==> src/rtl/alu_defs.sv <==
// ============================================================================
// alu_defs : shared ALU control, mul/div op and sequencer state encodings
// Rev 1.0
// ============================================================================
`default_nettype none

package alu_defs;

    localparam logic [3:0] ALU_AND      = 4'b0000;
    localparam logic [3:0] ALU_OR       = 4'b0001;
    localparam logic [3:0] ALU_ADD      = 4'b0100;
    localparam logic [3:0] ALU_SUBTRACT = 4'b0110;
    localparam logic [3:0] ALU_SLT      = 4'b0111;
    localparam logic [3:0] ALU_NOR      = 4'b1100;

    localparam logic [1:0] MD_MULTU = 2'b00;
    localparam logic [1:0] MD_MULT  = 2'b01;
    localparam logic [1:0] MD_DIVU  = 2'b10;
    localparam logic [1:0] MD_DIV   = 2'b11;

    localparam logic [2:0] S_IDLE   = 3'd0;
    localparam logic [2:0] S_NEG_A  = 3'd1;
    localparam logic [2:0] S_NEG_B  = 3'd2;
    localparam logic [2:0] S_ITER   = 3'd3;
    localparam logic [2:0] S_NEG_LO = 3'd4;
    localparam logic [2:0] S_NEG_HI = 3'd5;
    localparam logic [2:0] S_DONE   = 3'd6;

endpackage

`default_nettype wire

==> src/rtl/muldiv_sequencer.sv <==
// ============================================================================
// muldiv_sequencer : MULT/MULTU/DIV/DIVU into HI/LO using the shared ALU
// Rev 1.0
// ============================================================================
`default_nettype none

module muldiv_sequencer
    import alu_defs::*;
#(
    parameter int XLEN = 32
) (
    input  logic            clk,
    input  logic            rst_n,
    input  logic            start,
    input  logic [1:0]      op,
    input  logic [XLEN-1:0] rs_val,
    input  logic [XLEN-1:0] rt_val,
    output logic            busy,
    output logic            done,
    output logic [XLEN-1:0] hi,
    output logic [XLEN-1:0] lo,
    output logic            div_by_zero,
    output logic            alu_req,
    input  logic            alu_grant,
    output logic [XLEN-1:0] alu_operand0,
    output logic [XLEN-1:0] alu_operand1,
    output logic [4:0]      alu_shamt,
    output logic [3:0]      alu_control,
    input  logic [XLEN-1:0] alu_result
);

    logic [2:0]      r_state;
    logic [5:0]      r_cnt;
    logic [XLEN-1:0] r_hi;
    logic [XLEN-1:0] r_lo;
    logic [XLEN-1:0] r_b;
    logic            r_is_div;
    logic            r_sign_a;
    logic            r_sign_b;
    logic            r_lo_zero;
    logic            r_dbz;

    logic [XLEN-1:0] w_rem;
    logic            w_carry;
    logic            w_signed;

    assign w_rem    = {r_hi[XLEN-2:0], r_lo[XLEN-1]};
    assign w_carry  = (alu_result < r_hi);
    assign w_signed = op[0];

    assign busy        = (r_state != S_IDLE) && (r_state != S_DONE);
    assign done        = (r_state == S_DONE);
    assign hi          = r_hi;
    assign lo          = r_lo;
    assign div_by_zero = r_dbz;
    assign alu_shamt   = 5'd0;

    always_comb begin
        alu_req      = 1'b0;
        alu_operand0 = '0;
        alu_operand1 = '0;
        alu_control  = ALU_AND;
        case (r_state)
            S_NEG_A: begin
                alu_req      = 1'b1;
                alu_operand1 = r_lo;
                alu_control  = ALU_SUBTRACT;
            end
            S_NEG_B: begin
                alu_req      = 1'b1;
                alu_operand1 = r_b;
                alu_control  = ALU_SUBTRACT;
            end
            S_ITER: begin
                alu_req = 1'b1;
                if (r_is_div) begin
                    alu_operand0 = w_rem;
                    alu_operand1 = r_b;
                    alu_control  = ALU_SUBTRACT;
                end else begin
                    alu_operand0 = r_hi;
                    alu_operand1 = r_lo[0] ? r_b : '0;
                    alu_control  = ALU_ADD;
                end
            end
            S_NEG_LO: begin
                alu_req      = 1'b1;
                alu_operand1 = r_lo;
                alu_control  = ALU_SUBTRACT;
            end
            S_NEG_HI: begin
                alu_req = 1'b1;
                // Borrow from the low word turns 0-hi into ~hi unless lo was zero
                alu_operand0 = (!r_is_div && !r_lo_zero) ? '1 : '0;
                alu_operand1 = r_hi;
                alu_control  = ALU_SUBTRACT;
            end
            default: ;
        endcase
    end

    always_ff @(posedge clk or negedge rst_n) begin
        if (!rst_n) begin
            r_state   <= S_IDLE;
            r_cnt     <= '0;
            r_hi      <= '0;
            r_lo      <= '0;
            r_b       <= '0;
            r_is_div  <= 1'b0;
            r_sign_a  <= 1'b0;
            r_sign_b  <= 1'b0;
            r_lo_zero <= 1'b0;
            r_dbz     <= 1'b0;
        end else if (r_state == S_IDLE) begin
            if (start) begin
                r_is_div <= op[1];
                r_cnt    <= '0;
                r_b      <= rt_val;
                r_sign_a <= w_signed && rs_val[XLEN-1];
                r_sign_b <= w_signed && rt_val[XLEN-1];
                if (op[1] && (rt_val == '0)) begin
                    r_hi    <= rs_val;
                    r_lo    <= '1;
                    r_dbz   <= 1'b1;
                    r_state <= S_DONE;
                end else begin
                    r_hi  <= '0;
                    r_lo  <= rs_val;
                    r_dbz <= 1'b0;
                    if (w_signed && rs_val[XLEN-1])
                        r_state <= S_NEG_A;
                    else if (w_signed && rt_val[XLEN-1])
                        r_state <= S_NEG_B;
                    else
                        r_state <= S_ITER;
                end
            end
        end else if (r_state == S_DONE) begin
            r_state <= S_IDLE;
        end else if (alu_grant) begin
            case (r_state)
                S_NEG_A: begin
                    r_lo    <= alu_result;
                    r_state <= r_sign_b ? S_NEG_B : S_ITER;
                end
                S_NEG_B: begin
                    r_b     <= alu_result;
                    r_state <= S_ITER;
                end
                S_ITER: begin
                    if (r_is_div) begin
                        if (r_hi[XLEN-1] || (w_rem >= r_b)) begin
                            r_hi <= alu_result;
                            r_lo <= {r_lo[XLEN-2:0], 1'b1};
                        end else begin
                            r_hi <= w_rem;
                            r_lo <= {r_lo[XLEN-2:0], 1'b0};
                        end
                    end else begin
                        r_hi <= {w_carry, alu_result[XLEN-1:1]};
                        r_lo <= {alu_result[0], r_lo[XLEN-1:1]};
                    end
                    r_cnt <= r_cnt + 6'd1;
                    if (r_cnt == 6'(XLEN - 1)) begin
                        if (r_sign_a ^ r_sign_b)
                            r_state <= S_NEG_LO;
                        else if (r_is_div && r_sign_a)
                            r_state <= S_NEG_HI;
                        else
                            r_state <= S_DONE;
                    end
                end
                S_NEG_LO: begin
                    r_lo      <= alu_result;
                    r_lo_zero <= (r_lo == '0);
                    r_state   <= (!r_is_div || r_sign_a) ? S_NEG_HI : S_DONE;
                end
                S_NEG_HI: begin
                    r_hi    <= alu_result;
                    r_state <= S_DONE;
                end
                default: r_state <= S_IDLE;
            endcase
        end
    end

endmodule

`default_nettype wire

==> config.mk <==
export PLATFORM = sky130hd
export DESIGN_NAME = muldiv_sequencer
export DESIGN_NICKNAME = d
export VERILOG_FILES = /design/src/rtl/alu_defs.sv /design/src/rtl/muldiv_sequencer.sv
export SDC_FILE = /design/constraint.sdc
export NUM_CORES = 1
export LEC_CHECK = 0
export CAP_MARGIN = 20
export CORE_MARGIN = 2
export CORE_UTILIZATION = 35
export CTS_CLUSTER_DIAMETER = 120
export DETAILED_ROUTE_END_ITERATION = 16
export SETUP_SLACK_MARGIN = 0.15
export SLEW_MARGIN = 25
export SYNTH_ARGS = -nofsm -noshare
export SYNTH_HDL_FRONTEND = slang
export SYNTH_SLANG_ARGS = --single-unit
==> constraint.sdc <==
create_clock -name clk -period 3.6 [get_ports clk]
set_input_delay 0.72 -clock clk [delete_from_list [all_inputs] [get_ports clk]]
set_output_delay 0.72 -clock clk [all_outputs]
set_load 0.05 [all_outputs]
; Yosys cells after proc, flatten, opt, wreduce, memory -nomap -nowiden
; Cells that the tools add are included.
[classes]
n_addsub = 1
n_lt_le_gt_ge = 2
n_eq_ne = 11
mux = 49
n_bitwise = 3
reduce_logical = 30
[op_table]
columns = cell, count
row1 = 2-to-1 mux 32 bit, 22
row2 = case mux 32 bit (2 select lines), 3
row3 = case mux 32 bit (4 select lines), 1
row4 = logical NOT 32 bit, 2
row5 = greater-or-equal comparator 32 bit, 1
row6 = less-than comparator 32 bit, 1
row7 = 2-to-1 mux 6 bit, 5
row8 = AND reduction 4 bit, 5
row9 = 2-to-1 mux 3 bit, 6
row10 = case mux 3 bit (5 select lines), 1
row11 = nonzero test 3 bit, 4
row12 = 2-to-1 mux 2 bit, 5
row13 = equality test 3 bit (second input constant), 3
row14 = adder 6 x 1 -> 6 bit (second input constant), 1
row15 = equality test 3 x 2 -> 1 bit (second input constant), 2
row16 = equality test 6 x 5 -> 1 bit (second input constant), 1
row17 = logical AND 1 bit, 6
row18 = case mux 3 bit (2 select lines), 1
row19 = nonzero test 2 bit, 3
row20 = 2-to-1 mux 1 bit, 5
row21 = OR reduction 5 bit, 1
row22 = inequality test 4 bit (second input constant), 1
row23 = OR reduction 4 bit, 1
row24 = equality test 3 x 1 -> 1 bit (second input constant), 1
row25 = other kinds (11), 14
[totals]
ff_bits = 110
in_bits = 102
out_inout_bits = 141
wordCells = 106

; Logic depth before layout (Yosys ltp)
; Gate-level depths: netlist of run 1.
[logic_depth]
ltp_word = 8
mapped_depth = 10
mapped_depth_nobuf = 9

; Least setup slack after synthesis of run 1
; Ideal clock, no wire load.
[synth_path]
kind = register to output
startpoint = register r_lo[0], in the netlist lo[0]
endpoint = output alu_operand1[31]
arrival_time_ns = 2.750
required_time_ns = 2.880
path_slack_ns = 0.130
path_stages_with_launch = 6
n_path_buf = 1
cell_sequence = dfrtp_1 -> inv_1 -> a311oi_1 -> clkbuf_1 -> a22oi_1 -> o21ai_0
[synth_via]
elab_chain_cells = 3
[synth_lines]
columns = element, line
row1 = from (decl), muldiv_sequencer.sv:35  ; logic [XLEN-1:0] r_lo;
row2 = from (signal assigned), muldiv_sequencer.sv:128  ; r_lo <= rs_val;
row3 = from (signal assigned), muldiv_sequencer.sv:143  ; r_lo <= alu_result;
row4 = from (signal assigned), muldiv_sequencer.sv:154  ; r_lo <= {r_lo[XLEN-2:0], 1'b1};
row5 = 2-to-1 mux 32 bit, muldiv_sequencer.sv:82  ; alu_operand1 = r_lo[0] ? r_b : '0;
row6 = 2-to-1 mux 32 bit, muldiv_sequencer.sv:76  ; if (r_is_div) begin
row7 = case mux 32 bit (4 select lines), muldiv_sequencer.sv:63  ; case (r_state)
row8 = to (decl), muldiv_sequencer.sv:26  ; output logic [XLEN-1:0] alu_operand1,
; Every way passes these cells.

; Final worst setup path of run 1
[layout_path]
startpoint = register r_state[2]
endpoint = output alu_operand1[23]
[layout_via]
elab_chain_cells = 3
word_cells_on_any_way = 7
cone_classes = eq/ne (5) / mux (1) / reduce/logical (1)
[layout_lines]
columns = element, line
row1 = from (decl), muldiv_sequencer.sv:32  ; logic [2:0] r_state;
row2 = from (signal assigned), muldiv_sequencer.sv:144  ; r_state <= r_sign_b ? S_NEG_B : S_ITER;
row3 = from (signal assigned), muldiv_sequencer.sv:176  ; r_state <= (!r_is_div || r_sign_a) ? S_NEG_HI : S_DONE;
row4 = equality test 3 bit / equality test 3 x 1 -> 1 bit (equally long branches), muldiv_sequencer.sv:63
row5 = OR reduction 2 bit (no source line), -
row6 = case mux 32 bit (4 select lines) *, muldiv_sequencer.sv:63
; Mark *: on every way between the ends. The rest lies on a longest branch, timed or not.

==> results of run 1 <==
==> worst paths after layout <==
check | from | end | depth (start not counted)
setup / recovery | r_state[2] | alu_operand1[23] | 8
hold / removal | rst_n | r_b[6] | 1
setup reg to reg | hi[28] | hi[6] | 10
hold reg to reg | div_by_zero | div_by_zero | 1
max in group asynchronous | rst_n | hi[18] | 2
min in group clk | div_by_zero | div_by_zero | 1
==> flip-flops by register name (all words and copies together), names as in the netlist <==
signal	count
div_by_zero	1
r_sign_a	1
r_cnt	6
lo	32
r_b	32
r_is_div	1
hi	32
r_lo_zero	1
r_sign_b	1
r_state	3
==> cell families (layout without fill, tap and decap cells) <==
kind of cell             after synthesis  count (layout)  share of synthesized area, %
multiplexers                         159             159                          17.1
flip-flops                           110             110                          28.3
buffers and inverters                165             376                          7.06
XOR/XNOR                               4               4                         0.360
AND/OR/NAND/NOR                      292             292                          13.3
other                                  1               7                        0.0385
AO/OA/AOI/OAI                        371             371                          25.4
adder cells (fa/ha/maj)               66              66                          8.49
==> cells in the final DEF (no fill, tap or decap), types with 57 or more instances in the layout <==
cell               n
buf_4             57
inv_1             67
a21oi_1           87
mux2_2            60
buf_12            68
mux2i_1           99
dfrtp_1          108
a22oi_1           64
nor2_1           112
o21ai_0           60
clkdlybuf4s50_1  165
ha_1              66
nand2_1           97
==> cells in the mapped netlist, types with 14 or more instances <==
| master | instances |
|---|---|
| nor2_1 | 117 |
| dfrtp_1 | 110 |
| mux2i_1 | 99 |
| nand2_1 | 97 |
| o21ai_0 | 91 |
| a21oi_1 | 88 |
| inv_1 | 67 |
| ha_1 | 66 |
| clkbuf_1 | 65 |
| a22oi_1 | 64 |
| mux2_2 | 60 |
| o211ai_1 | 32 |
| a222oi_1 | 31 |
| a221oi_1 | 30 |
| nand4_1 | 19 |
| nor4_1 | 17 |
| buf_2 | 14 |
==> cell type report <==
cell class	count	share of cell area (%)
multi-input cells	899	46.7
flip-flops and latches	110	20.2
clock buffers	11	1.85
repair buffers	290	25.2
inverters	70	1.92
well taps	378	3.46
clock inverters	5	0.760
==> layer usage <==
| layer | global-route usage, % | part of all wire, % | up-vias |
|---|---|---|---|
| met5 | 0 | 0 | - |
| met4 | 9.48 | 3.0 | 0 |
| met3 | 4.63 | 8.4 | 69 |
| met2 | 41.9 | 45 | 541 |
| met1 | 37.7 | 44 | 5043 |
| li1 | - | - | 4792 |
==> stage by stage <==
step	area, sq um	hold WS [ns]
floorplan	9750	0.424
CTS	13700	0.358
finish	13700	0.346
global route	13700	0.377
detailed placement	13300	0.475
global placement	13300	0.470
==> report_power, final <==
group	switching [uW]	leakage [uW]	internal (uW)	total (uW)
logic	6970	0.00407	4720	11700
clock network	499	0.000176	721	1220
registers	1010	0.00132	1800	2820
==> timing repair <==
action / CTS / global route
endpoints found under the hold margin: 0 / 0
endpoints found under the setup margin: 0 / 1
setup buffers: 0 / 0
gates resized for setup: 0 / 1
==> critical path, stage by stage (launching register included) <==
cell and delay, ns:
dfrtp_1 0.52, inv_2 0.14, buf_4 0.26, nand2_1 0.15, a21oi_4 0.23, buf_4 0.33
a22oi_1 0.14, o21ai_0 0.30, buf_12 0.19
==> results by stage, run 1 <==
Place:
- At the placement stage, the worst setup path has a slack of 0.172 ns.
- Input and output buffers added on the ports amount to 235.
- In this run, placement finished with an instance count of 1747.
- The half-perimeter wire length of the detailed placement result is 28800 um.
- At the end of routability-driven placement, the weighted congestion stood at 0.907.

Floorplanning:
- The width of the die is 171 um.
- The boundary pin count is 243.
- The die covers 0.0291 sq mm.
- The initial utilization of the core area, before any placement, comes to 35.3%.
- The floorplan has 61 rows.
- Measured along the y axis, the die boundary spans 171 um.
- The total area inside the core boundary comes to 0.0276 sq mm.

CTS:
- The clock tree from TritonCTS is yes.
- Clock-pin slew was measured on the worst setup and hold paths at 0.08 ns.
- The cell at the root of the clock tree is clkbuf_16.
- The clock latency on the worst-skew pair is 0.36 ns.
- The number of H-tree levels is 3.
- Buffers inserted to repair hold after CTS numbered 0.
- Counting the buffers created by CTS gives 9.
- The clock drives 110 sinks.
- The number of buffers on the longest clock path is 2.

Synth:
- In the synthesized netlist the dominant register cell turns out to be dfrtp_1.
- The most area-hungry cell type in the Yosys netlist is dfrtp_1.
- The fraction of the yosys area taken by sequential cells is 28.3%.
- After synthesis, the largest area contributor takes up 28.3% of total cell area.
- The cell area that synthesis handed to floorplanning was 0.00973 sq mm.
- The number of different library cells used by synthesis comes to 59.
- Synthesis inferred 110 register bits.
- The mean post-synth cell area is 8.33 sq um.
- In the synthesized netlist the async set-or-reset flop fraction comes to 100%.
- Counting flops with a built-in enable in the synthesized netlist gives 0.
- Yosys attributes the largest share of cell area to dfrtp_1, mux2i_1, ha_1.
- The synthesized instance count is 1168.
- During synthesis, Yosys emitted a total of 0 warnings.

Power:
- The total chip power is 15700 uW.
- Across the VDD grid, the largest voltage drop is 0.765 mV.
- In this run the static leakage power is 0.00557 uW.
- The total power divided by cell area is 1150 mW/mm^2.

STA:
- The worst-case clock skew is 0.0104 ns.
- The total of endpoints with negative setup slack in the final report is 0.
- The number of hold violations in the final report was 0.
- The transition time of the tightest slew-check pin is 0.881 ns.
- In the finished design, the share of the clock period the worst path needs comes to 92.8%.
- The clock period minus final worst setup slack is 3.34 ns.
- In this run the tightest slew margin relative to its limit is 41.2%.
- The sum of negative setup slack is 0 ns.
- The count of final max-slew check failures was 0.
- Based on the critical path, the design can be clocked at up to 299 MHz.
- After layout, the worst setup slack is 0.259 ns.
- Setup repair after global routing left no endpoint under its margin.

Detailed routing:
- The pre-antenna-repair detailed-routing pass consisted of 6 iterations.
- The post-route DRC violation count is 0.
- The overall via count from detail_route is 10445.
- The residual antenna-violating net count after detailed routing is 0.
- After detailed routing, the average wire length per cell comes to 22.4 um.
- After the first detailed-routing iteration, the DRC count stood at 1044.
- The sum of routed wire length over all layers is 39600 um.
- The via count normalized by instance count is 5.92.

Hold path:
- The path class of the tightest hold or removal check is primary input to asynchronous set/reset pin.

Global routing:
- The all-layer global routing usage is 27.0%.
- The first global-routing pass estimated 60600 um of wire.
- The initial antenna violation count was 0.
- The number of global-route vias before repair was 10137.
- The maximum number of pins on one net before global-route repair is 73.
- The total overflow left after global routing is 0.

Critical path:
- The kind of critical path is register to output pin.
- The worst setup path is launched from a register.
- The largest driver fanout on the critical path is 19.
- The data arrival time of the critical path is 2.62 ns.
- The worst setup slack for register-to-register paths is 0.59 ns.
- The element type at the critical path end is an output pin.
- The worst endpoint required time is 2.88 ns.

Finish:
- The total area of sequential cells is 0.00276 sq mm.
- Relative to the synthesized area, the layout overhead comes to 40.5%.
- The multi-input combinational cells in the finished layout cover a total of 0.00638 sq mm.
- The number of fill cells in the layout is 2633.
- The share of the core filled with cells in the final layout is 49.6%.
- 0 antenna diodes ended up in the layout.
- The post-layout instance count excluding filler cells is 1763.
- The share of final-layout standard cells stronger than drive strength 1 is 16.0%.
- The final layout contains 1548 nets.

Run status:
- The run finished with clean final reports.

Job:
- The count of max-cap constraint violations is 0.
(Power assumes the default switching activity.)
==> run 2: changes to the inputs <==
--- a/config.mk
+++ b/config.mk
@@ -10,6 +10,7 @@
 export CORE_UTILIZATION = 35
 export CTS_CLUSTER_DIAMETER = 120
 export DETAILED_ROUTE_END_ITERATION = 16
+export PLACE_DENSITY_LB_ADDON = 0.08
 export SETUP_SLACK_MARGIN = 0.15
 export SLEW_MARGIN = 25
 export SYNTH_ARGS = -nofsm -noshare
==> results by stage, run 2 (same netlist as run 1, synthesis figures left out) <==
Run status:
- The flow ran to the end, and the final reports show no timing, DRC or antenna violations.

Critical path:
- The cell with the largest stage delay on the worst path is dfrtp_4.
- The maximum cell stage delay along the critical path is 0.63 ns (+0.11 ns).
- The signal on the critical path passes through inv_1 > a311oi_4 > buf_12 > a22oi_1 > o21ai_0 > buf_12.
- STA classifies the critical path endpoint as an output pin.
- The kind of critical path is register to output pin.
- The sum of buffers and inverters on the critical path is 3 (-1).
- The worst endpoint required time is 2.88 ns (about the same).
- STA classifies the critical path startpoint as a register.
- The largest driver fanout on the critical path is 25 (+6).
- The most numerous cell on the critical path is buf_12.
- The length in cells of the worst reg-to-reg path is 9 (-1).
- The data arrival time of the critical path came to 2.63 ns (about the same).
- The family with the most delay on the worst path is compound AO/OA/AOI/OAI gates.
- The cell depth of the worst setup path is 6 (-2).

STA:
- The transition time of the tightest slew-check pin is 0.962 ns (+0.0808 ns).
- The clock period minus final worst setup slack is 3.35 ns (+0.00934 ns).
- The sum of negative setup slack is 0 ns (unchanged).
- The maximum clock frequency is 298 MHz (-0.28%).
- The total of endpoints with negative setup slack in the final report came to 0 (unchanged).
- The worst-case clock skew is 0.00880 ns (-0.00158 ns).
- The normalized max-slew margin is 35.0% (-6.2 points).
- The number of hold violations in the final report was 0 (unchanged).
- Setup repair after global routing left no endpoint under its margin.
- The period utilization is 93.1% (+0.26 points).
- The count of final max-slew check failures was 0 (unchanged).

CTS:
- The number of buffers on the longest clock path is 2 (unchanged).
- The number of H-tree levels was 3 (unchanged).
- The clock latency on the worst-skew pair came to 0.37 ns (about the same).
- The clock-pin slew on the worst setup and hold paths came to 0.08 ns (about the same).
- The number of buffers created by CTS came to 9 (unchanged).
- In this run the clock root is driven by a clkbuf_16.
- The number of buffers inserted by hold repair at cts is 0 (unchanged).
- The number of clock sinks is 110 (unchanged).
- The clock tree from TritonCTS is yes.

Detailed routing:
- The via count normalized by instance count is 5.88 (-0.71%).
- The number of iterations in the first detailed-routing pass is 8 (+2).
- The overall via count from detail_route is 10424 (-0.20%).
- The residual antenna-violating net count after detailed routing came to 0 (unchanged).
- The post-route DRC violation count is 0 (unchanged).
- The DRC marker count from the first detailed-route iteration is 1124 (+7.7%).
- The sum of routed wire length over all layers came to 41100 um (+3.7%).
- The detail-routed net length per standard cell came to 23.2 um (+3.2%).

Power:
- The total chip power is 15800 uW (+0.48%).
- The leakage power total is 0.00561 uW (+0.63%).
- The worst voltage drop across the vdd grid was 0.722 mV (-5.6%).
- The total power divided by cell area is 1150 mW/mm^2 (-0.12%).

Place:
- The half-perimeter wire length of the detailed placement result is 30000 um (+4.4%).
- The port buffer count was 235 (unchanged).
- The weighted congestion reported at the end of routability-driven placement was 0.902 (-0.52%).

Global routing:
- The number of global-route vias before repair came to 10149 (+0.12%).
- The maximum number of pins on one net before global-route repair is 46 (-37%).
- The first-pass GRT wire length is 62600 um (+3.2%).
- The sum of overflow across all layers after global routing was 0 (unchanged).
- The initial antenna violation count was 0 (unchanged).
- The all-layer global routing usage is 28.1% (+1.1 points).

Finish:
- The combined area of the multi-input logic cells was 0.00638 sq mm (+0.12%).
- The net total in the final layout came to 1557 (+0.58%).
- The total area of sequential cells is 0.00276 sq mm (about the same).
- The share of final-layout standard cells stronger than drive strength 1 is 16.6% (+0.61 points).
- The number of fill cells in the layout came to 2608 (-0.95%).
- The relative area change from synthesis to final layout is 41.3%.
- The antenna diode instance count is 0 (unchanged).
- Leaving out fill and tap cells, the most frequent cell in the layout is clkdlybuf4s50_1.
- The top cell types in the final layout, fill and taps aside, are clkdlybuf4s50_1, nor2_1, dfrtp_1.

Floorplanning:
- The width of the die is 171 um (unchanged).
- The boundary pin count came to 243 (unchanged).
- The vertical extent of the die is 171 um (unchanged).
- The total die area came to 0.0291 sq mm (unchanged).
- The area inside the core boundary is 0.0276 sq mm (unchanged).
- The effective utilization at floorplan came to 35.3% (unchanged).
- The number of placement rows is 61 (unchanged).

Job:
- The count of max-cap constraint violations is 0 (unchanged).

Hold path:
- In this run the worst hold path is classified as primary input to asynchronous set/reset pin.
-- run 2: cell count changes in the layout (fill, tap and decap cells not counted), sizes merged --
cell / before / now
clkinvlp: 0 / 1
buf: 125 / 134
clkinv: 2 / 1
-- run 2: stage by stage --
stage	utilization [%]	area (sq um)	worst slack (ns)	hold WS [ns]	std cells
after detailed placement	48.5	13400	0.249	0.467	1754
after CTS	49.8	13700	0.162	0.363	1770
final	49.9	13700	0.250	0.344	1772
after global routing	49.9	13700	0.177	0.384	1772
after floorplan	-	9750	0.278	0.424	1174
after global placement	48.5	13400	0.325	0.463	1754
-- run 2: routing by layer --
layer | routed length, um | global-route usage, %
met3 | 2950 | 4.21
met1 | 18500 | 39.6
met2 | 18600 | 44.1
met5 | 0 | 0
met4 | 1010 | 9.07
-- run 2: timing repair --
action | 4_1_cts | 5_1_grt
setup endpoints to repair | 2 | 21
gates resized for setup | 1 | 1
pin swaps | 0 | 1
setup buffers | 0 | 2
-- run 2: worst reg2reg max path: cells and delay by family, from the launching register on --
kind,cells,cell delay (ns)
compound gates,4,1.02
fa+ha+maj,1,0.36
buf+inv,1,0.30
flops,1,0.49
mux,1,0.24
simple gates,2,0.55
-- run 2: layout make-up --
class,instances,share of cell area (%)
clock buffer,11,1.77
sequential,110,20.1
timing repair buffer,299,25.6
multi-input combinational,899,46.4
tap,378,3.44
clock inverter,5,0.774
inverter,70,1.91
-- run 2: power breakdown --
part           internal [uW]  total (uW)  leakage (uW)  switching [uW]
Combinational           4740       11800       0.00412            7040
Sequential              1800        2810       0.00132            1000
Clock                    704        1210      0.000166             508
-- run 2: path summary, 6_finish.rpt --
check / startpoint / to / slack, ns
min: rst_n / r_b[26] / 0.34
max in group asynchronous: rst_n / hi[19] / 2.39
max: r_is_div / alu_operand1[23] / 0.25
min in group clk: r_lo_zero / r_lo_zero / 0.49
min reg2reg: r_lo_zero / r_lo_zero / 0.49
max reg2reg: hi[18] / hi[5] / 0.51
